$ cat config.mk
export PLATFORM = sky130hd
export DESIGN_NAME = full_adder_core
export DESIGN_NICKNAME = d
export VERILOG_FILES = /design/src/rtl/full_adder_core.sv
export SDC_FILE = /design/constraint.sdc
export NUM_CORES = 1
export LEC_CHECK = 0
export ABC_CLOCK_PERIOD_IN_PS = 800
export CORE_AREA = 8 8 45 47
export CTS_BUF_LIST = sky130_fd_sc_hd__clkbuf_8 sky130_fd_sc_hd__clkbuf_16
export DETAILED_ROUTE_END_ITERATION = 10
export DIE_AREA = 0 0 53 55
export GPL_ROUTABILITY_DRIVEN = 0
export MAX_ROUTING_LAYER = met4
export PLACE_DENSITY = 0.32
export SYNTH_ARGS = -nofsm -noshare
export SYNTH_HDL_FRONTEND = slang
export SYNTH_SLANG_ARGS = --single-unit
$ cat constraint.sdc
create_clock -name clk -period 0.8 [get_ports clk]
set_input_delay 0.24 -clock clk [delete_from_list [all_inputs] [get_ports clk]]
set_output_delay 0.24 -clock clk [all_outputs]
set_load 0.02 [all_outputs]
$ cat src/rtl/full_adder_core.sv
// Registered WIDTH-bit ripple-carry full adder with an output valid flag.
// {c, s} = x + y + z (unsigned, WIDTH+1 bits), one clock of latency.
module full_adder_core #(
  parameter int WIDTH = 1
) (
  input  logic             clk,
  input  logic             rst_n,
  input  logic [WIDTH-1:0] x,
  input  logic [WIDTH-1:0] y,
  input  logic             z,
  input  logic             in_valid,
  output logic [WIDTH-1:0] s,
  output logic             c,
  output logic             out_valid
);

  // carry[i] is the carry into cell i; carry[WIDTH] is the final carry-out.
  logic [WIDTH:0]   carry;
  logic [WIDTH-1:0] sum;

  assign carry[0] = z;

  // Ripple chain of 1-bit full-adder cells feeding the output register.
  for (genvar i = 0; i < WIDTH; i++) begin : g_cell
    assign sum[i]     = x[i] ^ y[i] ^ carry[i];
    assign carry[i+1] = (x[i] & y[i]) | (x[i] & carry[i]) | (y[i] & carry[i]);
  end

  // Result register: load on in_valid, otherwise hold; out_valid marks a fresh result.
  always_ff @(posedge clk or negedge rst_n) begin
    if (!rst_n) begin
      s         <= '0;
      c         <= 1'b0;
      out_valid <= 1'b0;
    end else begin
      out_valid <= in_valid;
      if (in_valid) begin
        s <= sum;
        c <= carry[WIDTH];
      end
    end
  end

endmodule

; ---- Word-level counts from Yosys, hierarchy flattened
; Index checks and enable logic that the tools add are counted.
[word_totals]
elab_cells = 10
reg_bits = 3
in_bits = 6
[op_classes]
bitwise_logic = 7
[op_table]
columns = operator, n
row1 = bitwise AND 1 bit, 3
row2 = bitwise OR 1 bit, 2
row3 = bitwise XOR 1 bit, 2

; ---- Logic depth before layout (Yosys ltp)
; Gate-level depths: netlist of the first run.
[depth]
word_depth = 3
depth_mapped = 2

; ---- Least setup slack after synthesis of the first run
; OpenSTA, ideal clock, no wires.
[synth_path]
path_type = input to register
startpoint = input port y
endpoint = register s
t_arrival_ns = 0.941
n_path_buf = 0
cell_stages = 2
required_time_ns = 0.675
slack_ns = -0.266
path_cell_list = fa_1 mux2_2
[synth_between]
elab_chain_len = 2
[synth_lines]
columns = element, line
row1 = from (decl), 9  ; input logic [WIDTH-1:0] y,
row2 = bitwise XOR 1 bit (2 in series), 25  ; assign sum[i] = x[i] ^ y[i] ^ carry[i];
row3 = to (signal assigned), 38  ; s <= sum;
row4 = to (decl), 12  ; output logic [WIDTH-1:0] s,
; Every way passes these cells.
; A chain may end at the register's enable or synchronous reset.

; ---- Worst setup path in the final report of the first run
[layout_path]
startpoint = register c
endpoint = output port c
[layout_lines]
columns = element, line
row1 = from (decl), 13  ; output logic c,
row2 = from (signal assigned), 39  ; c <= carry[WIDTH];
; No word-level cell between the ends.

==> results of run 1 <==
-- flip-flops by register name, summed over array words and instances, names as in the netlist --
| signal | count |
|---|---|
| c | 1 |
| s | 1 |
| out_valid | 1 |
-- cells in the mapped netlist (all sizes together) --
master / instances / area, µm²
dfrtp: 3 / 75.1
fa: 1 / 20.0
mux2: 2 / 22.5
-- area by class of cell --
class	count	area share [%]
flip-flops and latches	3	26.7
multi-input cells	3	18.7
clock inverters	1	1.33
clock buffers	3	14.7
well taps	16	7.11
repair buffers	10	31.6
-- metal layers --
metal / wire length (µm) / part of all wire, % / vias to the layer above / GRT usage (%)
met1: 133 / 38 / 44 / 2.91
met2: 129 / 37 / 10 / 2.93
li1: - / - / 48 / -
met3: 87 / 25 / 0 / 5.08
met4: 0 / 0 / 0 / 3.88
met5: 0 / 0 / - / -
-- final timing paths --
kind                           from        end  cells past startpoint
hold reg to reg                   s          s                      2
setup reg to reg                  c          c                      2
hold / removal                rst_n  out_valid                      1
max in group asynchronous     rst_n          c                      1
min in group clk           in_valid  out_valid                      1
setup / recovery                  c          c                      1
-- power groups by stage --
stage | logic, mW | registers, mW | clock network (mW)
floorplan | 0.0244 | 0.206 | 0
global placement | 0.149 | 0.183 | 0
detailed placement | 0.151 | 0.183 | 0
CTS | 0.156 | 0.186 | 0.442
global route | 0.162 | 0.188 | 0.468
finish | 0.152 | 0.185 | 0.421
-- cells by family after synthesis --
logic type / synth area share (%)
adders and majority gates: 17.0
DFF: 63.8
muxes: 19.1
-- through the flow --
stage | utilization, % | worst slack (ps) | cell area (µm²) | hold WS (ps) | cells
final | 20.3 | -179 | 282 | 210 | 36
after CTS | 20.3 | -192 | 282 | 208 | 36
after detailed placement | 17.3 | -771 | 239 | 435 | 32
after global placement | 17.3 | -759 | 239 | 434 | 32
after floorplan | - | -246 | 124 | -55.6 | 6
after global routing | 20.3 | -199 | 282 | 215 | 36
-- timing repair --
| action | in CTS | in global routing |
|---|---|---|
| gates resized for setup | 33 | 0 |
| pin swaps | 1 | 0 |
| endpoints found under the setup margin | 5 | 5 |
-- cells in the final DEF (no fill, tap or decap) --
cell type | Yosys | final
dfrtp_1 | 3 | 3
buf_6 | 0 | 4
buf_2 | 0 | 2
dlygate4sd2_1 | 0 | 1
buf_4 | 0 | 2
fa_2 | 0 | 1
clkdlybuf4s50_1 | 0 | 1
mux2_4 | 0 | 2
clkbuf_8 | 0 | 3
inv_1 | 0 | 1
==> impl_metrics.toml, run 1 <==
[worst_setup_path]
timing.critical_path.cells = "buf_6"
reg2reg_slack_ps = -90
critPathMaxFanout = 2
cp.required_ps = 560
cp.buffers_inverters = 1
cp_slowest_cell = "dfrtp_1"
path_delay_family = "flip-flops"
critical_path_class = "reg2out"
crit_arrival_ps = 740
slowest_delay_ps = 390
crit_path_end_kind = "primary output"
start_kind = "flip-flop"

[timing]
hold_violations = 0
setup_viol = 5
fmax_ghz = 1.02
max_slew_margin_pct = 89.9
fin_crit_sh_pct = 122
finalCriticalPeriod_ps = 979
rsz0062_at_grt = "true"
maxSlewViolCount = 0
setup_slack_ps = -179
tightest_slew_ps = 151
tns_ps = -723
clock_skew_ps = 0

[finish]
multiInputGateArea_um2 = 52.6
drive_gt1_share_pct = 70.0
diodes = 0
layout-area-overhead-vs-synth_pct = 139
regArea_um2 = 75.1
nFillCells = 150
fin_nets = 28

[synth]
synth_fp_nets = 13
synth_seq_cells = 3
synth.avg_cell_area_um2 = 19.6
yosys_warnings = 0
seq_area_frac_synth_pct = 63.8
ys_types = 3
netlist_instances = 6
netlist_area_um2 = 118

[floorplanning]
num_io_pins = 9
rows = 14
dieArea_mm2 = 0.00292
die_h_um = 55
core_area_mm2 = 0.00138
die_w_um = 53
start_util_pct = 8.50

[run_status]
status = "complete, but fails checks"
violations = "setup timing"

[pwr]
power_mw = 0.758
seq_power_share_pct = 24.4
power.leakage_nw = 0.136
switching_share_pct = 21.4
p_comb_share_pct = 20.0
p_switching_mw = 0.162
power.density_mw_per_mm2 = 2690
intPower_mw = 0.595
p_clk_share_pct = 55.6
worst_ir_drop_vdd_uv = 601

[route]
vias_per_cell = 2.83
num_vias = 102
drtAntennaViolNets = 0
drc_errors = 0
drt_iter0_drc = 0
wl_per_cell_um = 9.72
routed_wl_um = 350
first_pass_iters = 1

[global_routing]
grt_first_pass_wirelength_um = 565
antenna_found_initial = 0
grt_usage_pct = 3.50
grt_pass1_vias = 138
grt_max_degree = 4
overflow = 0

[clock_network]
cts_root_buffer = "clkbuf_8"
cts_buffers = 3
clk_pin_slew_ps = 30
cts.sinks = 3
worstSkewPairLatency_ps = 210
cts_hold_buf = 0
cts_max_level = 1
cts_tree = "yes"
clockBufferDepth = 2
post_cts_buffers = 0

[run]
maxCapViolations = 0

[place]
port_buffers = 8

[hold_path]
hold_class = "in2async"
Note: power is estimated with default switching activity, not from simulation.
==> inputs of run 2 (changes only) <==
--- a/config.mk
+++ b/config.mk
@@ -5,7 +5,8 @@
 export SDC_FILE = /design/constraint.sdc
 export NUM_CORES = 1
 export LEC_CHECK = 0
-export ABC_CLOCK_PERIOD_IN_PS = 800
+export ABC_CLOCK_PERIOD_IN_PS = 1200
+export CAP_MARGIN = 20
 export CORE_AREA = 8 8 45 47
 export CTS_BUF_LIST = sky130_fd_sc_hd__clkbuf_8 sky130_fd_sc_hd__clkbuf_16
 export DETAILED_ROUTE_END_ITERATION = 10
==> constraint.sdc (replaced) <==
create_clock -name clk -period 1.2 [get_ports clk]
set_input_delay 0.36 -clock clk [delete_from_list [all_inputs] [get_ports clk]]
set_output_delay 0.36 -clock clk [all_outputs]
set_load 0.02 [all_outputs]
==> run 2 against run 1 <==
First-iteration DRC count grew 4. Combinational power is 55% lower. Die area did not move. Final cell count fell by 5.6%. Sequential power shrank 35%. Non-clock buffer count shrank 2. Clock-buffer cell count unchanged. Core utilization is 2.5 points lower. Largest power group unchanged. Sequential cell count unchanged. Register-to-register slack improved by 540 ps. The flow now finishes without violations. Via count down 3.9%.
==> impl_metrics.toml, run 2 (synthesis gave the netlist of run 1 again) <==
[run_status]
status = "finished clean"

[route]
vias_per_cell = 2.88
wl_per_cell_um = 10.3
first_pass_iters = 2
routed_wl_um = 351
drtAntennaViolNets = 0
num_vias = 98
drc_errors = 0
drt_iter0_drc = 4

[worst_setup_path]
crit_path_end_kind = "flip-flop"
slowest_delay_ps = 460
path_delay_family = "adder cells"
critPathMaxFanout = 1
r2r_start = "s"
start_kind = "primary input"
critical_path_class = "in2reg"
timing.critical_path.cells = "clkdlybuf4s15_1 > fa_1 > mux2_4"
cp_slowest_cell = "fa_1"
reg2reg_to = "s"
cp.required_ps = 1300
reg2regPathDepth = 1
cp.buffers_inverters = 1
reg2reg_slack_ps = 450
crit_arrival_ps = 1260

[timing]
max_slew_margin_pct = 90.1
tns_ps = 0
maxSlewViolCount = 0
tightest_slew_ps = 148
hold_violations = 0
worst_hold_slack_ps = 322
fmax_ghz = 0.858
clock_skew_ps = 0
setup_viol = 0
rsz0062_at_grt = "false"
fin_crit_sh_pct = 97.1
finalCriticalPeriod_ps = 1160

[finish]
nFillCells = 155
layout-area-overhead-vs-synth_pct = 110
layout_common_cells = "3 x dfrtp_1, 3 x clkbuf_8, 3 x buf_2"
diodes = 0
largestRegisters = "c: 1 flops, out_valid: 1 flops, s: 1 flops"
instances_no_fill = 34
drive_gt1_share_pct = 50.0
fin_nets = 26

[pwr]
power.density_mw_per_mm2 = 1930
power.leakage_nw = 0.114
worst_ir_drop_vdd_uv = 298

[global_routing]
grt_usage_pct = 3.44
overflow = 0
grt_pass1_vias = 131
grt_first_pass_wirelength_um = 545
grt_max_degree = 4
antenna_found_initial = 0

[clock_network]
worstSkewPairLatency_ps = 220
cts_buffers = 3
cts_max_level = 1
cts.sinks = 3
clk_pin_slew_ps = 30
clockBufferDepth = 2
cts_root_buffer = "clkbuf_8"
cts_tree = "yes"

[run]
maxCapViolations = 0

[place]
place_inst = 30
port_buffers = 8

[floorplanning]
dieArea_mm2 = 0.00292
rows = 14
die_w_um = 53
die_h_um = 55
start_util_pct = 8.50
core_area_mm2 = 0.00138
num_io_pins = 9

[hold_path]
hold_class = "in2async"
[run 2: worst max-delay path by stage]
stage	from	end	slack, ps	cells past startpoint
4_1_cts	y	s	1	3
2_1_floorplan	y	s	10	2
5_1_grt	y	s	8	3
3_3_place_gp	z	s	-460	3
6_report	y	s	40	3
3_5_place_dp	y	s	-470	3
[run 2: report_power, final]
group          total (mW)  internal, mW  switching [mW]
combinational      0.0681        0.0352          0.0329
sequential          0.120         0.115         0.00541
clock               0.287         0.218          0.0691
total               0.475         0.368           0.107
[run 2: stage by stage]
step	total power [mW]	util, %	area [µm²]	setup slack [ps]
6_report	0.475	17.8	246	35.1
5_1_grt	0.501	17.8	246	7.91
4_1_cts	0.489	18.5	256	1.10
3_5_place_dp	0.202	15.7	218	-468
3_3_place_gp	0.202	15.7	218	-465
2_1_floorplan	0.151	-	118	14.1
[run 2: cell type report]
class / instances / area (µm²) / share of cell area, %
clock inverter: 1 / 3.75 / 1.52
sequential: 3 / 75.1 / 30.5
tap: 16 / 20.0 / 8.12
clock buffer: 3 / 41.3 / 16.8
timing repair buffer: 8 / 60.1 / 24.4
multi-input combinational: 3 / 46.3 / 18.8
[run 2: metal layers]
metal,up-vias,routed length [µm],GRT usage [%]
li1,44,-,-
met1,43,115,1.98
met2,9,123,3.32
met3,2,91,4.28
met4,0,20,6.47
met5,-,0,-
[run 2: repair_timing]
action                     CTS  global route
setup endpoints to repair    5             2
hold buffers                 0             0
setup buffers                0             0
pin swaps                    1             1
gates resized for setup     17             3
==> inputs of run 3 (changes only) <==
--- a/config.mk
+++ b/config.mk
@@ -7,10 +7,10 @@
 export LEC_CHECK = 0
 export ABC_CLOCK_PERIOD_IN_PS = 1200
 export CAP_MARGIN = 20
-export CORE_AREA = 8 8 45 47
+export CORE_AREA = 2 2 39 41
 export CTS_BUF_LIST = sky130_fd_sc_hd__clkbuf_8 sky130_fd_sc_hd__clkbuf_16
 export DETAILED_ROUTE_END_ITERATION = 10
-export DIE_AREA = 0 0 53 55
+export DIE_AREA = 0 0 41 43
 export GPL_ROUTABILITY_DRIVEN = 0
 export MAX_ROUTING_LAYER = met4
 export PLACE_DENSITY = 0.32
==> run 3 against run 2 <==
Combinational power up 1%. Routed wire length down 8.0%. Clock power about the same. Sequential share of layout area down 0.15 points. Non-clock buffer count unchanged. Clock skew unchanged. Via count down 4.1%. Critical path type is now reg2out. Largest power group unchanged.
==> impl_metrics.toml, run 3 (synthesis gave the netlist of run 1 again) <==
[timing]
max_slew_margin_pct = 89.0
maxSlewViolCount = 0
finalCriticalPeriod_ps = 1160
tightest_slew_ps = 165
fmax_ghz = 0.859
fin_crit_sh_pct = 97.0
hold_violations = 0
worst_hold_slack_ps = 331
rsz0062_at_grt = "false"
clock_skew_ps = 0
setup_viol = 0

[floorplanning]
core_area_mm2 = 0.00138
start_util_pct = 8.50
dieArea_mm2 = 0.00176
die_h_um = 43
num_io_pins = 9
rows = 14
die_w_um = 41

[route]
drc_errors = 0
num_vias = 94
first_pass_iters = 1
wl_per_cell_um = 9.50
drt_iter0_drc = 0
routed_wl_um = 323
drtAntennaViolNets = 0
vias_per_cell = 2.76

[finish]
nFillCells = 151
instances_no_fill = 34
multiInputGateArea_um2 = 46.3
largestRegisters = "c: 1 flops, out_valid: 1 flops, s: 1 flops"
regArea_um2 = 75.1
layout-area-overhead-vs-synth_pct = 111
fin_nets = 26
layout_common_cells = "3 x dfrtp_1, 3 x clkbuf_8, 2 x clkdlybuf4s50_1, 2 x clkbuf_2, 2 x buf_2"
drive_gt1_share_pct = 55.6
diodes = 0

[global_routing]
grt_usage_pct = 4.84
grt_first_pass_wirelength_um = 441
grt_pass1_vias = 125
overflow = 0
grt_max_degree = 4
antenna_found_initial = 0

[worst_setup_path]
path_delay_family = "flip-flops"
critPathMaxFanout = 1
cp.required_ps = 840
start_kind = "flip-flop"
crit_arrival_ps = 800
crit_path_end_kind = "primary output"
critical_path_class = "reg2out"
slowest_delay_ps = 350
cp_slowest_cell = "dfrtp_1"
timing.critical_path.cells = "clkdlybuf4s15_2"
r2r_start = "s"
cp.buffers_inverters = 1
startpoint = "out_valid"

[run]
maxCapViolations = 0

[clock_network]
clk_pin_slew_ps = 30
post_cts_buffers = 0
clockBufferDepth = 2
cts_max_level = 1
cts.sinks = 3
cts_buffers = 3
worstSkewPairLatency_ps = 210
cts_tree = "yes"
cts_root_buffer = "clkbuf_8"

[pwr]
worst_ir_drop_vdd_uv = 253
power.leakage_nw = 0.115
power.density_mw_per_mm2 = 1910

[place]
place_inst = 30
port_buffers = 8

[hold_path]
hold_class = "in2async"

[run_status]
status = "finished clean"
==> run 3: path summary, 6_finish.rpt <==
path / to / slack, ps / cells after the start
hold reg to reg: s / 500 / 1
min in group clk: s / 500 / 1
setup / recovery: out_valid / 40 / 1
max in group asynchronous: c / 730 / 1
setup reg to reg: s / 460 / 1
hold / removal: out_valid / 330 / 1
==> run 3: cell type report <==
class	count	area share, %
repair buffers	8	24.7
clock buffers	3	16.7
multi-input cells	3	18.7
flip-flops and latches	3	30.3
well taps	16	8.08
clock inverters	1	1.52
==> run 3: per-layer routing <==
layer / vias to the layer above / routed length [µm] / GRT usage, %
met5: - / 0 / -
met3: 0 / 70 / 4.71
li1: 43 / - / -
met4: 0 / 0 / 6.00
met2: 9 / 137 / 5.31
met1: 42 / 115 / 3.86
==> run 3: repair_timing <==
item                                   in CTS  in global routing
pin swaps                                   1                  1
gates resized for setup                    15                  5
endpoints found under the hold margin       0                  0
setup endpoints to repair                   5                  3
hold buffers                                0                  0
==> run 3: metrics by stage <==
stage               TNS (ps)  worst slack (ps)  area [µm²]  total power [mW]  util (%)
finish                     0              35.5         248             0.473      17.9
CTS                        0             0.907         269             0.494      19.4
detailed placement     -1110              -462         218             0.201      15.7
global placement       -1110              -457         218             0.201      15.7
floorplan                  0              14.1         118             0.151         -
global route               0              4.41         248             0.497      17.9
==> run 3: report_power, final <==
part           switching [mW]  leakage [nW]  total [mW]  internal (mW)
Clock                  0.0664        0.0269       0.284          0.218
Sequential            0.00523        0.0350       0.120          0.115
Combinational          0.0331        0.0528      0.0688         0.0356
